### config.mk
export PLATFORM = sky130hd
export DESIGN_NAME = adau1761_cfg_sequencer
export DESIGN_NICKNAME = d
export VERILOG_FILES = /design/src/rtl/adau1761_pkg.sv /design/src/rtl/adau1761_boot_rom.sv /design/src/rtl/adau1761_cfg_sequencer.sv
export SDC_FILE = /design/constraint.sdc
export NUM_CORES = 1
export LEC_CHECK = 0
export BUFFER_PORTS_ARGS = -buffer_cell sky130_fd_sc_hd__buf_2
export CAP_MARGIN = 20
export CORE_MARGIN = 2
export CORE_UTILIZATION = 38
export CTS_CLUSTER_DIAMETER = 50
export DETAILED_ROUTE_END_ITERATION = 10
export GPL_TIMING_DRIVEN = 0
export PLACE_DENSITY_LB_ADDON = 0.05
export REMOVE_ABC_BUFFERS = 1
export SKIP_LAST_GASP = 1
export SLEW_MARGIN = 20
export SYNTH_ARGS = -nofsm -noshare
export SYNTH_HDL_FRONTEND = slang
export SYNTH_SLANG_ARGS = --single-unit
export TNS_END_PERCENT = 50
### constraint.sdc
create_clock -name clk -period 1.85 [get_ports clk]
set_input_delay 0.2775 -clock clk [delete_from_list [all_inputs] [get_ports clk]]
set_output_delay 0.2775 -clock clk [all_outputs]
set_load 0.02 [all_outputs]
### src/rtl/adau1761_pkg.sv
// Shared types and constants for the ADAU1761 configuration sequencer:
// sequencer states, key register addresses and the boot-time register table.
package adau1761_pkg;

  typedef enum logic [3:0] {
    PWRUP,
    DUMMY,
    BOOT,
    BOOT_WAIT,
    VERIFY,
    VERIFY_WAIT,
    IDLE,
    RUN_WAIT,
    FAIL
  } cfg_state_t;

  localparam logic [15:0] ADAU_REG_CLKCTRL = 16'h4000;
  localparam logic [15:0] ADAU_REG_PLLCTRL = 16'h4002;

  // Each entry is {addr[15:0], data[7:0]}; the core clock must be enabled first.
  localparam logic [23:0] ADAU_BOOT_TABLE [16] = '{
    {ADAU_REG_CLKCTRL, 8'h01},
    {ADAU_REG_PLLCTRL, 8'h00},
    {16'h4015,         8'h01},
    {16'h4016,         8'h00},
    {16'h4019,         8'h03},
    {16'h401C,         8'h21},
    {16'h4029,         8'h03},
    {16'h402A,         8'h03},
    {16'h40F9,         8'h7F},
    {16'h40FA,         8'h03},
    {16'h4023,         8'hE7},
    {16'h4024,         8'hE7},
    {16'h4025,         8'hE7},
    {16'h4026,         8'hE7},
    {16'h4017,         8'h00},
    {16'h40F2,         8'h01}
  };

endpackage

### src/rtl/adau1761_boot_rom.sv
// Combinational lookup of one boot table entry, split into address and data.
import adau1761_pkg::*;

module adau1761_boot_rom (
  input  logic [3:0]  index,
  output logic [15:0] addr,
  output logic [7:0]  data
);

  assign {addr, data} = ADAU_BOOT_TABLE[index];

endmodule

### src/rtl/adau1761_cfg_sequencer.sv
// Boots the ADAU1761 (power-up wait, SPI-mode dummies, boot table), then serves
// runtime register requests. Define ADAU_CFG_READBACK_EN to verify each boot write.
import adau1761_pkg::*;

module adau1761_cfg_sequencer #(
  parameter int PWRUP_CYCLES = 1024,
  parameter int DUMMY_WRITES = 3,
  parameter int BOOT_LEN     = 8,
  parameter int MAX_RETRY    = 2
) (
  input  logic        clk,
  input  logic        reset,
  output logic        cmd_valid,
  input  logic        cmd_ready,
  output logic        cmd_dummy,
  output logic        cmd_rw,
  output logic [15:0] cmd_addr,
  output logic [7:0]  cmd_wdata,
  input  logic        rsp_valid,
  input  logic [7:0]  rsp_rdata,
  input  logic        req_valid,
  output logic        req_ready,
  input  logic        req_rw,
  input  logic [15:0] req_addr,
  input  logic [7:0]  req_wdata,
  output logic [7:0]  req_rdata,
  output logic        req_done,
  output logic        boot_done,
  output logic        error
);

  localparam int PW_W = $clog2(PWRUP_CYCLES + 1);
  localparam int DW_W = $clog2(DUMMY_WRITES + 1);

  cfg_state_t      state;
  logic [PW_W-1:0] pwr_cnt;
  logic [DW_W-1:0] dummy_cnt;
  logic [3:0]      boot_idx;
  logic            busy;
  logic [15:0]     rom_addr;
  logic [7:0]      rom_data;
  logic            last_entry;

`ifdef ADAU_CFG_READBACK_EN
  localparam int RT_W = $clog2(MAX_RETRY + 2);
  logic [RT_W-1:0] retry_cnt;
`else
  assign error = 1'b0;
`endif

  adau1761_boot_rom u_boot_rom (
    .index (boot_idx),
    .addr  (rom_addr),
    .data  (rom_data)
  );

  assign last_entry = (boot_idx == 4'(BOOT_LEN - 1));

  always_ff @(posedge clk or posedge reset) begin
    if (reset) begin
      state     <= PWRUP;
      pwr_cnt   <= '0;
      dummy_cnt <= '0;
      boot_idx  <= '0;
      busy      <= 1'b0;
      cmd_valid <= 1'b0;
      cmd_dummy <= 1'b0;
      cmd_rw    <= 1'b0;
      cmd_addr  <= '0;
      cmd_wdata <= '0;
      req_ready <= 1'b0;
      req_rdata <= '0;
      req_done  <= 1'b0;
      boot_done <= 1'b0;
`ifdef ADAU_CFG_READBACK_EN
      retry_cnt <= '0;
      error     <= 1'b0;
`endif
    end else begin
      req_done <= 1'b0;
      case (state)
        PWRUP: begin
          if (pwr_cnt == PW_W'(PWRUP_CYCLES - 1)) begin
            pwr_cnt <= '0;
            state   <= DUMMY;
          end else begin
            pwr_cnt <= pwr_cnt + 1'b1;
          end
        end

        // busy marks a dummy in flight so the next one waits for its completion
        DUMMY: begin
          if (cmd_valid && cmd_ready) begin
            cmd_valid <= 1'b0;
            busy      <= 1'b1;
          end else if (!cmd_valid && !busy) begin
            cmd_valid <= 1'b1;
            cmd_dummy <= 1'b1;
            cmd_rw    <= 1'b0;
          end
          if (busy && rsp_valid) begin
            busy <= 1'b0;
            if (dummy_cnt == DW_W'(DUMMY_WRITES - 1)) begin
              dummy_cnt <= '0;
              boot_idx  <= '0;
              state     <= BOOT;
            end else begin
              dummy_cnt <= dummy_cnt + 1'b1;
            end
          end
        end

        BOOT: begin
          if (!cmd_valid) begin
            cmd_valid <= 1'b1;
            cmd_dummy <= 1'b0;
            cmd_rw    <= 1'b0;
            cmd_addr  <= rom_addr;
            cmd_wdata <= rom_data;
          end else if (cmd_ready) begin
            cmd_valid <= 1'b0;
            state     <= BOOT_WAIT;
          end
        end

        BOOT_WAIT: begin
          if (rsp_valid) begin
`ifdef ADAU_CFG_READBACK_EN
            state <= VERIFY;
`else
            if (last_entry) begin
              boot_done <= 1'b1;
              state     <= IDLE;
            end else begin
              boot_idx <= boot_idx + 1'b1;
              state    <= BOOT;
            end
`endif
          end
        end

`ifdef ADAU_CFG_READBACK_EN
        VERIFY: begin
          if (!cmd_valid) begin
            cmd_valid <= 1'b1;
            cmd_dummy <= 1'b0;
            cmd_rw    <= 1'b1;
            cmd_addr  <= rom_addr;
          end else if (cmd_ready) begin
            cmd_valid <= 1'b0;
            state     <= VERIFY_WAIT;
          end
        end

        VERIFY_WAIT: begin
          if (rsp_valid) begin
            if (rsp_rdata == rom_data) begin
              retry_cnt <= '0;
              if (last_entry) begin
                boot_done <= 1'b1;
                state     <= IDLE;
              end else begin
                boot_idx <= boot_idx + 1'b1;
                state    <= BOOT;
              end
            end else if (retry_cnt == RT_W'(MAX_RETRY)) begin
              error <= 1'b1;
              state <= FAIL;
            end else begin
              retry_cnt <= retry_cnt + 1'b1;
              state     <= BOOT;
            end
          end
        end
`endif

        // req_ready is a one-cycle accept pulse; the command goes out the cycle after
        IDLE: begin
          if (req_ready) begin
            req_ready <= 1'b0;
            cmd_valid <= 1'b1;
            state     <= RUN_WAIT;
          end else if (req_valid && !cmd_valid) begin
            req_ready <= 1'b1;
            cmd_dummy <= 1'b0;
            cmd_rw    <= req_rw;
            cmd_addr  <= req_addr;
            cmd_wdata <= req_wdata;
          end
        end

        RUN_WAIT: begin
          if (cmd_valid) begin
            if (cmd_ready) begin
              cmd_valid <= 1'b0;
            end
          end else if (rsp_valid) begin
            req_done <= 1'b1;
            if (cmd_rw) begin
              req_rdata <= rsp_rdata;
            end
            state <= IDLE;
          end
        end

        FAIL: begin
          cmd_valid <= 1'b0;
          req_ready <= 1'b0;
        end

        default: begin
          state <= PWRUP;
        end
      endcase
    end
  end

endmodule

==> results of run 1 <==
[power groups by stage]
stage,logic (mW),clock network (mW),registers [mW]
3_5_place_dp,2.25,0,2.11
6_report,2.54,1.45,2.07
3_3_place_gp,2.21,0,2.10
4_1_cts,2.35,1.48,2.11
5_1_grt,2.84,1.54,2.14
2_1_floorplan,1.17,0,2.41
[cell type report]
class,count,area [um2],share of cell area
tap,102,127.6,0.03265
inverter,12,47.55,0.01216
sequential,59,1488,0.3806
timing repair buffer,91,530.5,0.1357
clock buffer,11,141.4,0.03617
multi-input combinational,217,1474,0.3771
clock inverter,5,100.1,0.02561
[flip-flops by register name (all words and copies together), names as in the netlist, 2 cells and up]
register	flops
state	3
boot_idx	4
pwr_cnt	11
dummy_cnt	2
cmd_wdata	8
cmd_addr	16
req_rdata	8
[kinds of logic after synthesis]
family / Yosys count / share of synthesized area
fa+ha+maj: 11 / 0.04542
buf+inv: 33 / 0.04583
xor+xnor: 9 / 0.02849
mux: 11 / 0.03964
other cells: 1 / 0.001237
simple gates: 103 / 0.1784
compound gates: 80 / 0.1738
flops: 59 / 0.4872
[routing by layer]
metal / part of all wire / vias to the layer above
met5: 0 / -
met2: 0.47 / 55
met1: 0.48 / 1218
met4: 0.018 / 0
met3: 0.039 / 10
li1: - / 1265
[timing repair]
action	CTS	global route
hold buffers	1	0
endpoints found under the setup margin	42	28
pin swaps	2	2
cloned	0	2
buffers inserted	6	8
gates resized for setup	9	5
hold endpoints to repair	11	0
[critical path, delay by kind of cell, from the launching register on]
family / cells / cell delay (ns)
and+or+nand+nor: 2 / 0.46
muxes: 1 / 0.32
DFF: 1 / 0.50
buffers and inverters: 2 / 0.40
[worst paths after layout]
kind / to / start / slack [ns] / cells past startpoint
min in group asynchronous: req_rdata[2]$_DFFE_PP0P_ / reset / 0.39 / 3
min reg2reg: boot_done$_DFFE_PP0P_ / boot_done$_DFFE_PP0P_ / 0.46 / 1
max: req_rdata[4]$_DFFE_PP0P_ / state[2]$_DFFE_PP0P_ / 0.04 / 5
min: cmd_addr[11]$_DFFE_PP0P_ / req_addr[11] / 0.15 / 2
max reg2reg: req_rdata[4]$_DFFE_PP0P_ / state[2]$_DFFE_PP0P_ / 0.04 / 5
max in group asynchronous: state[0]$_DFFE_PP0P_ / reset / 0.96 / 4
[through the flow]
step                      setup TNS, ns  worst slack, ns
final                                 0          0.04464
after global routing            -0.1658         -0.03503
after CTS                      -0.03578         -0.01934
after detailed placement         -8.840          -0.3352
after global placement           -55.99          -0.7659
after floorplan                 -0.4395          -0.1376
[placed cells by master (no fill, tap or decap), types with 3 or more instances in the layout]
cell type and instances:
dfrtp_1 54, and4_1 3, nor2_1 23, nand2_1 33, nand3_1 10, nand2b_1 4
buf_4 12, mux2i_1 3, xnor2_1 8, ha_1 11, inv_1 11, nor3_1 3
o21ai_0 24, nor4_1 3, nand3b_1 4, bufinv_16 3, mux2_2 8, o211ai_1 3
dfrtp_2 3, a22o_1 8, nand4_1 5, buf_2 75, a21oi_1 16, nor3_4 3
a31oi_1 8, a21o_1 4, clkbuf_8 10
==> out/results.tsv, run 1 <==
metric	value	unit
status	completed	
Startpoint Class	flop	
Cell Count, Final, Fillers Out	497	
Reg clk slew, reported paths	0.07	ns
CTS max path bufs	2	
Worst Clk Skew	0.01001	ns
Syn. warnings	0	
htree depth	3	
Detailed Place HPWL	4.828	mm
gr ovfl total	0	
Tmin final	1.805	ns
Net Sw Power	2.426	mW
Seq pwr share	0.341	
PwrDens	1552	nW/um2
sequential-to-total area share from yosys stat	0.4872	
post-synthesis async set-or-reset flop share	1.000	
maximum clock frequency	0.5539	GHz
Crit-path slowest cell	dfrtp_4	
die height	93.30	um
Tcrit/Tclk final	0.9759	
largest net degree at the start of global routing	49	
Post-Syn Instances	307	
# Max-Cap Violations	0	
Main synth FF type	dfrtp_1	
number of global-route vias before repair	2354	
FF+latch count, synth	59	
most numerous cell in the Yosys netlist	dfrtp_1	
Area contributors post-synth	dfrtp_1 (49%), ha_1 (4.5%), nand2_1 (4.1%)	
P_leak	1.879	nW
unrepaired setup endpoints after global routing	yes	
NumNets Final	439	
Yosys top cell area share	0.4872	
Placed Cells	464	
Post-DP Area	3482	um2
filler cell count in the final layout	773	
Power Total	6.067	mW
final hold slack	0.1483	ns
count of different cell masters after synthesis	53	
Int Power	3.641	mW
number of synthesized flops with an enable pin	0	
Final Cell Area	3909	um2
routed len/inst	15.38	um
Setup CP Type	reg2reg	
drt total wl	7.644	mm
DRT Pass-1 Iters	4	
first-pass GRT wire length	11.76	mm
Layout area overhead	28.98	%
Initial DRC Count	43	
Via density	5.127	
largest stage delay on the critical path	0.50	ns
core region area	7727	um2
worst skew pair latency	0.34	ns
# setup viols final	0	
DIE AREA	8705	um2
# DRC	0	
Global Route met1 Usage	0.2337	
Tot GR Track Use	0.1745	
CP Capture Type	flop	
final-report max-slew violation count	0	
vias	2548	
crit-path cells	clkbuf_4 -> nand4_1 -> nor3_4 -> buf_12 -> mux2_2	
Final Util	0.5058	
Max Fanout on Critical Path	11	
Tightest Pin Transition	0.7543	ns
grt peak-use layer	met2	
Starting Density	0.3922	
# IOs	77	
CP required	2.07	ns
leading area contributor after synthesis	dfrtp_1	
Ant. Diodes	0	
synth cell count leaders	dfrtp_1 (59), nand2_1 (33), o21ai_0 (24)	
Gate power share	0.419	
row cnt	32	
CTS Sinks	59	
Hold Crit Class	in2reg	
layout cells sized above 1	0.3342	
CTS tree	done	
met2 global-route usage	0.2716	
initial antenna violation count	0	
TritonCTS Buffers	9	
worst vdd ir	0.7353	mV
Final GP Congestion	0.7345	
crit path DAT	2.02	ns
post-synthesis average cell area	9.871	um2
final hold vios	0	
PortBufs	75	
Die X	93.30	um
met3 usage	0.03546	
clock share of power	0.239	
clock root buffer master	clkbuf_8	
Slew headroom	0.4971	
DRT antenna net count	0	
sw frac	0.3999	
Mapped Area	3030	um2
Power figures use the tool's default switching activity.
==> run 2, diff against run 1 <==
clock period = 2.06 ns   (was 1.85 ns; I/O delays follow)
==> out/results.tsv, run 2 (synthesized netlist as in run 1, its figures left out) <==
metric	value	unit
FF-to-FF Start	state[0]$_DFFE_PP0P_	
CP required	2.28	ns
CTS tree	done	
initial antenna violation count	0	
Seq. cell area	1481	um2
first-pass GRT wire length	11.76	mm
number of global-route vias before repair	2342	
Reg clk slew, reported paths	0.07	ns
Tmin final	1.942	ns
R2R setup slack	0.12	ns
TritonCTS Buffers	9	
routed len/inst	14.54	um
Slew headroom	0.5830	
row cnt	32	
DRT antenna net count	0	
setup ws final	0.1185	ns
Tightest Pin Transition	0.6256	ns
most common cell after layout, fill and taps aside	buf_2	
# setup viols final	0	
P_leak	1.832	nW
Detailed Place HPWL	4.828	mm
CTS max path bufs	2	
CTS Sinks	59	
crit path DAT	2.16	ns
# Max-Cap Violations	0	
Setup CP Type	reg2reg	
filler cell count in the final layout	777	
Max Fanout on Critical Path	20	
PortBufs	75	
# DRC	0	
Tcrit/Tclk final	0.9425	
Largest regs	cmd_addr x16, pwr_cnt x11	
Worst Clk Skew	0.009445	ns
max reg flops	16	
DRT Pass-1 Iters	4	
Via density	5.047	
Most flops, register	cmd_addr	
Final GP Congestion	0.7345	
die height	93.30	um
layout cells sized above 1	0.3117	
# IOs	77	
maximum clock frequency	0.5151	GHz
Post-DP Area	3482	um2
Critical R2R Capture	pwr_cnt[7]$_DFFE_PP0P_	
NumNets Final	429	
worst vdd ir	0.6484	mV
drt total wl	7.082	mm
r2r worst-path depth	4	
Startpoint Class	flop	
final-report max-slew violation count	0	
final hold vios	0	
Final Util	0.4916	
status	completed	
Final Cell Area	3799	um2
unrepaired setup endpoints after global routing	no	
Hold Crit Endpoint	cmd_addr[11]$_DFFE_PP0P_	
Tot GR Track Use	0.1745	
Ant. Diodes	0	
Starting Density	0.3922	
most frequent cells in the layout	buf_2 (75), dfrtp_1 (55), nand2_1 (33), o21ai_0 (24), nor2_1 (23)	
DIE AREA	8705	um2
area taken by multi-input logic gates	1443	um2
worst skew pair latency	0.34	ns
largest net degree at the start of global routing	49	
Worst Hold Depth	2	
Hold Crit Class	in2reg	
final setup TNS	0	ns
PwrDens	1390	nW/um2
Layout area overhead	25.35	%
Die X	93.30	um
core region area	7727	um2
Power Total	5.279	mW
Initial DRC Count	63	
vias	2458	
Place WS	-0.1252	ns
clock root buffer master	clkbuf_8	
htree depth	3	
gr ovfl total	0	
min-delay src	req_addr[11]	
CP Capture Type	flop	
-- run 2: per-layer routing --
| metal | global-route usage | vias to the layer above | share of wire | wire [um] |
|---|---|---|---|---|
| met1 | 0.2321 | 1166 | 0.49 | 3454 |
| met4 | 0.08088 | 0 | 0.016 | 110 |
| li1 | - | 1236 | - | - |
| met3 | 0.03546 | 8 | 0.033 | 237 |
| met2 | 0.2734 | 48 | 0.46 | 3279 |
| met5 | 0 | - | 0 | 0 |
-- run 2: worst max-delay path by stage --
stage / startpoint / end / cells after the start
after global routing: req_ready$_DFFE_PP0P_ / cmd_addr[0]$_DFFE_PP0P_ / 4
final: state[0]$_DFFE_PP0P_ / pwr_cnt[7]$_DFFE_PP0P_ / 4
after detailed placement: state[2]$_DFFE_PP0P_ / cmd_addr[12]$_DFFE_PP0P_ / 3
after global placement: reset / cmd_wdata[0]$_DFFE_PP0P_ / 2
after floorplan: req_ready$_DFFE_PP0P_ / cmd_addr[1]$_DFFE_PP0P_ / 4
after CTS: state[0]$_DFFE_PP0P_ / req_rdata[4]$_DFFE_PP0P_ / 3
-- run 2: cell type report --
cell class	count	share of cell area
well taps	102	0.03360
inverters	12	0.01252
clock buffers	11	0.03722
flip-flops and latches	59	0.3900
clock inverters	5	0.02635
multi-input cells	215	0.3798
repair buffers	83	0.1206
-- run 2: metrics by stage --
stage	hold slack, ns	cells
6_report	0.1812	487
2_1_floorplan	0.4316	286
5_1_grt	0.1769	487
3_3_place_gp	0.4378	463
3_5_place_dp	0.2379	464
4_1_cts	0.1672	487
-- run 2: critical path, cell delays in order, from the launching register on --
cell	delay [ns]
dfrtp_2	0.53
or3_1	0.54
or3_4	0.48
nor3_4	0.20
nor2_1	0.08
-- run 2: power by group --
group	switching, mW	total (mW)	leakage, nW	internal (mW)
Sequential	0.401	1.89	0.752	1.49
Combinational	1.23	2.08	0.957	0.859
Clock	0.469	1.30	0.123	0.833
-- run 2: timing repair --
action	in CTS	in global routing
endpoints found under the setup margin	26	35
setup buffers	6	0
pin swaps	1	0
hold buffers	1	0
resized for setup	2	6
hold endpoints to repair	11	0
